## config.mk

```make
export PLATFORM = sky130hd
export DESIGN_NAME = key_event_encoder
export DESIGN_NICKNAME = d
export VERILOG_FILES = /design/src/rtl/key_event_encoder.sv
export SDC_FILE = /design/constraint.sdc
export NUM_CORES = 1
export LEC_CHECK = 0
export ABC_AREA = 1
export CAP_MARGIN = 25
export CORE_MARGIN = 2
export CORE_UTILIZATION = 65
export CTS_BUF_LIST = sky130_fd_sc_hd__clkbuf_8 sky130_fd_sc_hd__clkbuf_16
export DETAILED_ROUTE_END_ITERATION = 10
export GPL_TIMING_DRIVEN = 0
export HOLD_SLACK_MARGIN = 0.05
export MAX_ROUTING_LAYER = met4
export PLACE_DENSITY_LB_ADDON = 0.1
export SYNTH_ARGS = -nofsm -noshare
export SYNTH_HDL_FRONTEND = slang
export SYNTH_SLANG_ARGS = --single-unit
```

## constraint.sdc

```tcl
create_clock -name sys_clk -period 3.5 [get_ports sys_clk]
set_input_delay 0.7 -clock sys_clk [delete_from_list [all_inputs] [get_ports sys_clk]]
set_output_delay 0.7 -clock sys_clk [all_outputs]
set_load 0.1 [all_outputs]
```

## src/rtl/key_event_encoder.sv

```systemverilog
// Key gesture classifier: turns debounced press/release pulses into one ASCII
// code per gesture (short press, long press, double click) and queues the codes
// in a 4-entry first-word-fall-through FIFO with a valid/ready output.
module key_event_encoder #(
    parameter int unsigned LONG_CYC = 50_000_000,
    parameter int unsigned DCLK_CYC = 15_000_000,
    parameter logic [7:0]  CODE_S   = 8'h53,
    parameter logic [7:0]  CODE_L   = 8'h4C,
    parameter logic [7:0]  CODE_D   = 8'h44
) (
    input  logic       sys_clk,
    input  logic       sys_rst,
    input  logic       key_pulse,
    output logic [7:0] tx_data,
    output logic       tx_valid,
    input  logic       tx_ready,
    output logic       ovf,
    output logic [2:0] fsm_state
);

    typedef enum logic [2:0] {
        StIdle   = 3'd0,
        StPress1 = 3'd1,
        StHeld   = 3'd2,
        StWait2  = 3'd3,
        StPress2 = 3'd4
    } state_e;

    localparam logic [31:0] LongLast = 32'(LONG_CYC - 1);
    localparam logic [31:0] DclkLast = 32'(DCLK_CYC - 1);

    state_e      state_q, state_d;
    logic [31:0] cnt_q;
    logic        mask_q;
    logic        key_evt;
    logic        push;
    logic [7:0]  push_code;

    logic [7:0]  mem_q [4];
    logic [1:0]  wr_ptr_q, rd_ptr_q;
    logic [2:0]  count_q;
    logic        ovf_q;
    logic        full, pop, wr_en;

    // The debouncer emits a spurious pulse out of reset; drop the first edge's pulse.
    assign key_evt = key_pulse & ~mask_q;

    // Reset-release mask: high only until the first clock edge after reset.
    always_ff @(posedge sys_clk or posedge sys_rst) begin
        if (sys_rst) mask_q <= 1'b1;
        else         mask_q <= 1'b0;
    end

    // Gesture decision: next state plus the code to emit on this edge, if any.
    always_comb begin
        state_d   = state_q;
        push      = 1'b0;
        push_code = CODE_S;
        case (state_q)
            StIdle: begin
                if (key_evt) state_d = StPress1;
            end
            StPress1: begin
                // A release on the long-press boundary still counts as a short press.
                if (key_evt) begin
                    state_d = StWait2;
                end else if (cnt_q == LongLast) begin
                    state_d   = StHeld;
                    push      = 1'b1;
                    push_code = CODE_L;
                end
            end
            StHeld: begin
                if (key_evt) state_d = StIdle;
            end
            StWait2: begin
                // A second press on the timeout edge still makes a double click.
                if (key_evt) begin
                    state_d = StPress2;
                end else if (cnt_q == DclkLast) begin
                    state_d   = StIdle;
                    push      = 1'b1;
                    push_code = CODE_S;
                end
            end
            StPress2: begin
                if (key_evt) begin
                    state_d   = StIdle;
                    push      = 1'b1;
                    push_code = CODE_D;
                end
            end
            default: state_d = StIdle;
        endcase
    end

    // State register and gesture timer; the timer restarts on every transition.
    always_ff @(posedge sys_clk or posedge sys_rst) begin
        if (sys_rst) begin
            state_q <= StIdle;
            cnt_q   <= '0;
        end else begin
            state_q <= state_d;
            if (state_d != state_q) begin
                cnt_q <= '0;
            end else if (state_q == StPress1 || state_q == StWait2) begin
                cnt_q <= cnt_q + 32'd1;
            end
        end
    end

    assign full  = (count_q == 3'd4);
    assign pop   = (count_q != 3'd0) && tx_ready;
    // A push into a full FIFO still lands if the head leaves on the same edge.
    assign wr_en = push && (!full || pop);

    // FIFO pointers, occupancy and sticky overflow flag.
    always_ff @(posedge sys_clk or posedge sys_rst) begin
        if (sys_rst) begin
            wr_ptr_q <= '0;
            rd_ptr_q <= '0;
            count_q  <= '0;
            ovf_q    <= 1'b0;
        end else begin
            if (wr_en) wr_ptr_q <= wr_ptr_q + 2'd1;
            if (pop)   rd_ptr_q <= rd_ptr_q + 2'd1;
            count_q <= count_q + 3'(wr_en) - 3'(pop);
            if (push && full && !pop) ovf_q <= 1'b1;
        end
    end

    // FIFO storage; cleared on reset so tx_data reads 0 until the first push.
    always_ff @(posedge sys_clk or posedge sys_rst) begin
        if (sys_rst) begin
            for (int i = 0; i < 4; i++) mem_q[i] <= '0;
        end else if (wr_en) begin
            mem_q[wr_ptr_q] <= push_code;
        end
    end

    assign tx_data   = mem_q[rd_ptr_q];
    assign tx_valid  = (count_q != 3'd0);
    assign ovf       = ovf_q;
    assign fsm_state = state_q;

endmodule

```

==> flow_metrics.env <==
export IMPL_start_kind="register"
export IMPL_cp_data_arrival_time_ns=2.64
export IMPL_netlist_area_um2=3692
export IMPL_synth_edf_count=0
export IMPL_skew_ns=0.006343
export IMPL_ys_seq_area_share_pct=40.70
export IMPL_clk_latency_ns=0.34
export IMPL_cts_resized=1
export IMPL_cp_max_fo=10
export IMPL_required_ns=2.80
export IMPL_clkSlewWorstSetupHoldPaths_ns=0.07
export IMPL_num_vias=3173
export IMPL_grt_antenna_before_repair=0
export IMPL_drv_slew=0
export IMPL_post_route_min_period_ns=3.343
export IMPL_diodes=0
export IMPL_avgSynthCellArea_um2=7.741
export IMPL_wl_per_cell_um=13.95
export IMPL_syn2layout_area_growth_pct=13.72
export IMPL_grt_max_degree=45
export IMPL_final_util_pct=76.26
export IMPL_dieArea_um2=6300
export IMPL_die_y_um=79.37
export IMPL_overflow=0
export IMPL_yosysTopAreaCellShare_pct=39.99
export IMPL_cts_tree="built"
export IMPL_synthTopCellsByArea="dfrtp_1 (40%), nand2_1 (12%), nor2_1 (6.5%)"
export IMPL_synthTopCellsByCount="nand2_1 (117), nor2_1 (64), dfrtp_1 (59), inv_1 (59), nand3_1 (27)"
export IMPL_cts_sinks=60
export IMPL_drv_cap=0
export IMPL_cts_buffer_depth=2
export IMPL_setup_violations=0
export IMPL_cts_hold_buf=0
export IMPL_fin_nets=517
export IMPL_place_gp_congestion=0.9530
export IMPL_post_route_period_util_pct=95.52
export IMPL_p_leak_nw=1.985
export IMPL_status="finished, final reports clean"
export IMPL_ir_worst_vdd_uv=668.4
export IMPL_track_usage_pct=29.87
export IMPL_crit_type="register to output pin"
export IMPL_post_cts_buffers=0
export IMPL_endpoint_kind="output pin"
export IMPL_synth_area_leader_cell="dfrtp_1"
export IMPL_core_area_um2=5507
export IMPL_synthFlopType="dfrtp_1"
export IMPL_drive_gt1_share_pct=14.31
export IMPL_first_global_vias=3104
export IMPL_die_x_um=79.37
export IMPL_ys_types=37
export IMPL_num_rows=27
export IMPL_drtIter0Drc=311
export IMPL_io_pins=17
export IMPL_yosys_warnings=0
export IMPL_drtPass1Iterations=5
export IMPL_tns_ns=0
export IMPL_hold_violations=0
export IMPL_relSlewSlack_pct=35.17
export IMPL_ys_seq_elements=60
export IMPL_dp_hpwl_mm=5.896
export IMPL_syn_inst=477
export IMPL_cts_max_level=3
export IMPL_viasPerCell=5.452
export IMPL_reg2reg_slack_ns=0.83
export IMPL_cts_buffers=9
export IMPL_worst_slew_pin_slew_ns=0.9709
export IMPL_async_flop_share_pct=100.0
export IMPL_power_density_nw_per_um2=703.3
export IMPL_n_fill_cell=412
export IMPL_fmax_mhz=299.1
export IMPL_io_buffer_count=14
export IMPL_min_path_type="register to register"
export IMPL_drc=0
export IMPL_floorplan_initialDensity_pct=67.05
export IMPL_antenna_left=0
export IMPL_cts_root_buffer="clkbuf_8"
export IMPL_grt_pass1_wl_mm=14.10
export IMPL_yosysMostFrequentCell="nand2_1"
export IMPL_postRouteWirelength_mm=8.117
export IMPL_rsz0062_at_grt="false"
[through the flow]
step / setup WS (ns) / cells / power (mW) / instance area [um2] / hold WS, ns
2_1_floorplan: 0.3932 / 479 / 1.906 / 3706 / 0.4198
3_3_place_gp: 0.2924 / 565 / 2.164 / 3936 / 0.4353
3_5_place_dp: 0.3273 / 566 / 2.198 / 3956 / 0.4408
4_1_cts: 0.06109 / 582 / 2.956 / 4194 / 0.4588
5_1_grt: 0.02364 / 582 / 3.092 / 4199 / 0.4880
6_report: 0.1569 / 582 / 2.953 / 4199 / 0.4537
[where the power goes]
group	internal, mW	total (mW)	leakage (nW)	switching, mW
sequential	0.771	0.845	0.795	0.0741
combinational	0.348	1.34	1.07	0.995
clock	0.472	0.765	0.121	0.293
total	1.59	2.95	1.98	1.36
[sequential cells by signal, indices dropped and copies added, names as in the netlist]
| name | cells |
|---|---|
| mem_q | 16 |
| count_q | 3 |
| fsm_state | 3 |
| cnt_q | 32 |
| wr_ptr_q | 2 |
| ovf | 1 |
| rd_ptr_q | 2 |
| mask_q | 1 |
[per-layer routing]
| layer | vias up | global-route usage [%] | routed length, um |
|---|---|---|---|
| met3 | 17 | 4.186 | 308 |
| met1 | 1504 | 40.34 | 3832 |
| met5 | - | - | 0 |
| met2 | 85 | 45.76 | 3815 |
| met4 | 0 | 12.59 | 161 |
| li1 | 1567 | - | - |
[path summary, 6_finish.rpt]
check                            start          to  cells past startpoint
setup / recovery           rd_ptr_q[0]  tx_data[0]                      5
min in group asynchronous      sys_rst   cnt_q[27]                      2
setup reg to reg             cnt_q[18]  count_q[1]                     14
hold / removal               mem_q[22]   mem_q[22]                      2
max in group asynchronous      sys_rst      mask_q                      3
hold reg to reg              mem_q[22]   mem_q[22]                      2
[worst max-delay path, stage by stage (launching register included)]
cell and delay (ns):
dfrtp_1 0.36, clkbuf_1 0.21, inv_1 0.26, nor2_1 0.08, o22ai_2 0.22, clkdlybuf4s50_1 1.17
[cells by family after synthesis]
family | Yosys count | share of synthesized area [%]
AND/OR/NAND/NOR | 276 | 36.90
buffers and inverters | 78 | 8.980
flip-flops | 60 | 40.70
AO/OA/AOI/OAI | 31 | 4.947
XOR/XNOR | 23 | 5.456
adder cells (fa/ha/maj) | 8 | 2.914
other | 1 | 0.1016
[layout make-up]
cell class                 instances  area [um2]  area share, %
buffer                            11       80.08          1.907
multi-input combinational        341        1872          44.58
clock buffer                       9       123.9          2.950
tap                               72       90.09          2.145
clock inverter                     7       115.1          2.741
timing repair buffer              15       163.9          3.903
inverter                          67       251.5          5.989
sequential                        60        1503          35.79
[cell usage in the layout (no fill, tap or decap), drive strengths merged]
cell and count:
nand2 125, nor2 77, inv 68, dfrtp 59, nand3 35, nand4 26
xor2 19, o21ai 14, clkbuf 12, a21oi 12, clkdlybuf4s50 11, buf 9
ha 7, nor3 7, nor4 6, xnor2 4, conb 3, bufinv 3
o22ai 3, dlymetal6s2s 2, clkinv 2, o21bai 1, o211ai 1, fa 1
clkinvlp 1, dfstp 1, dlygate4sd2 1
No activity file was read; power rests on OpenSTA's default activity.
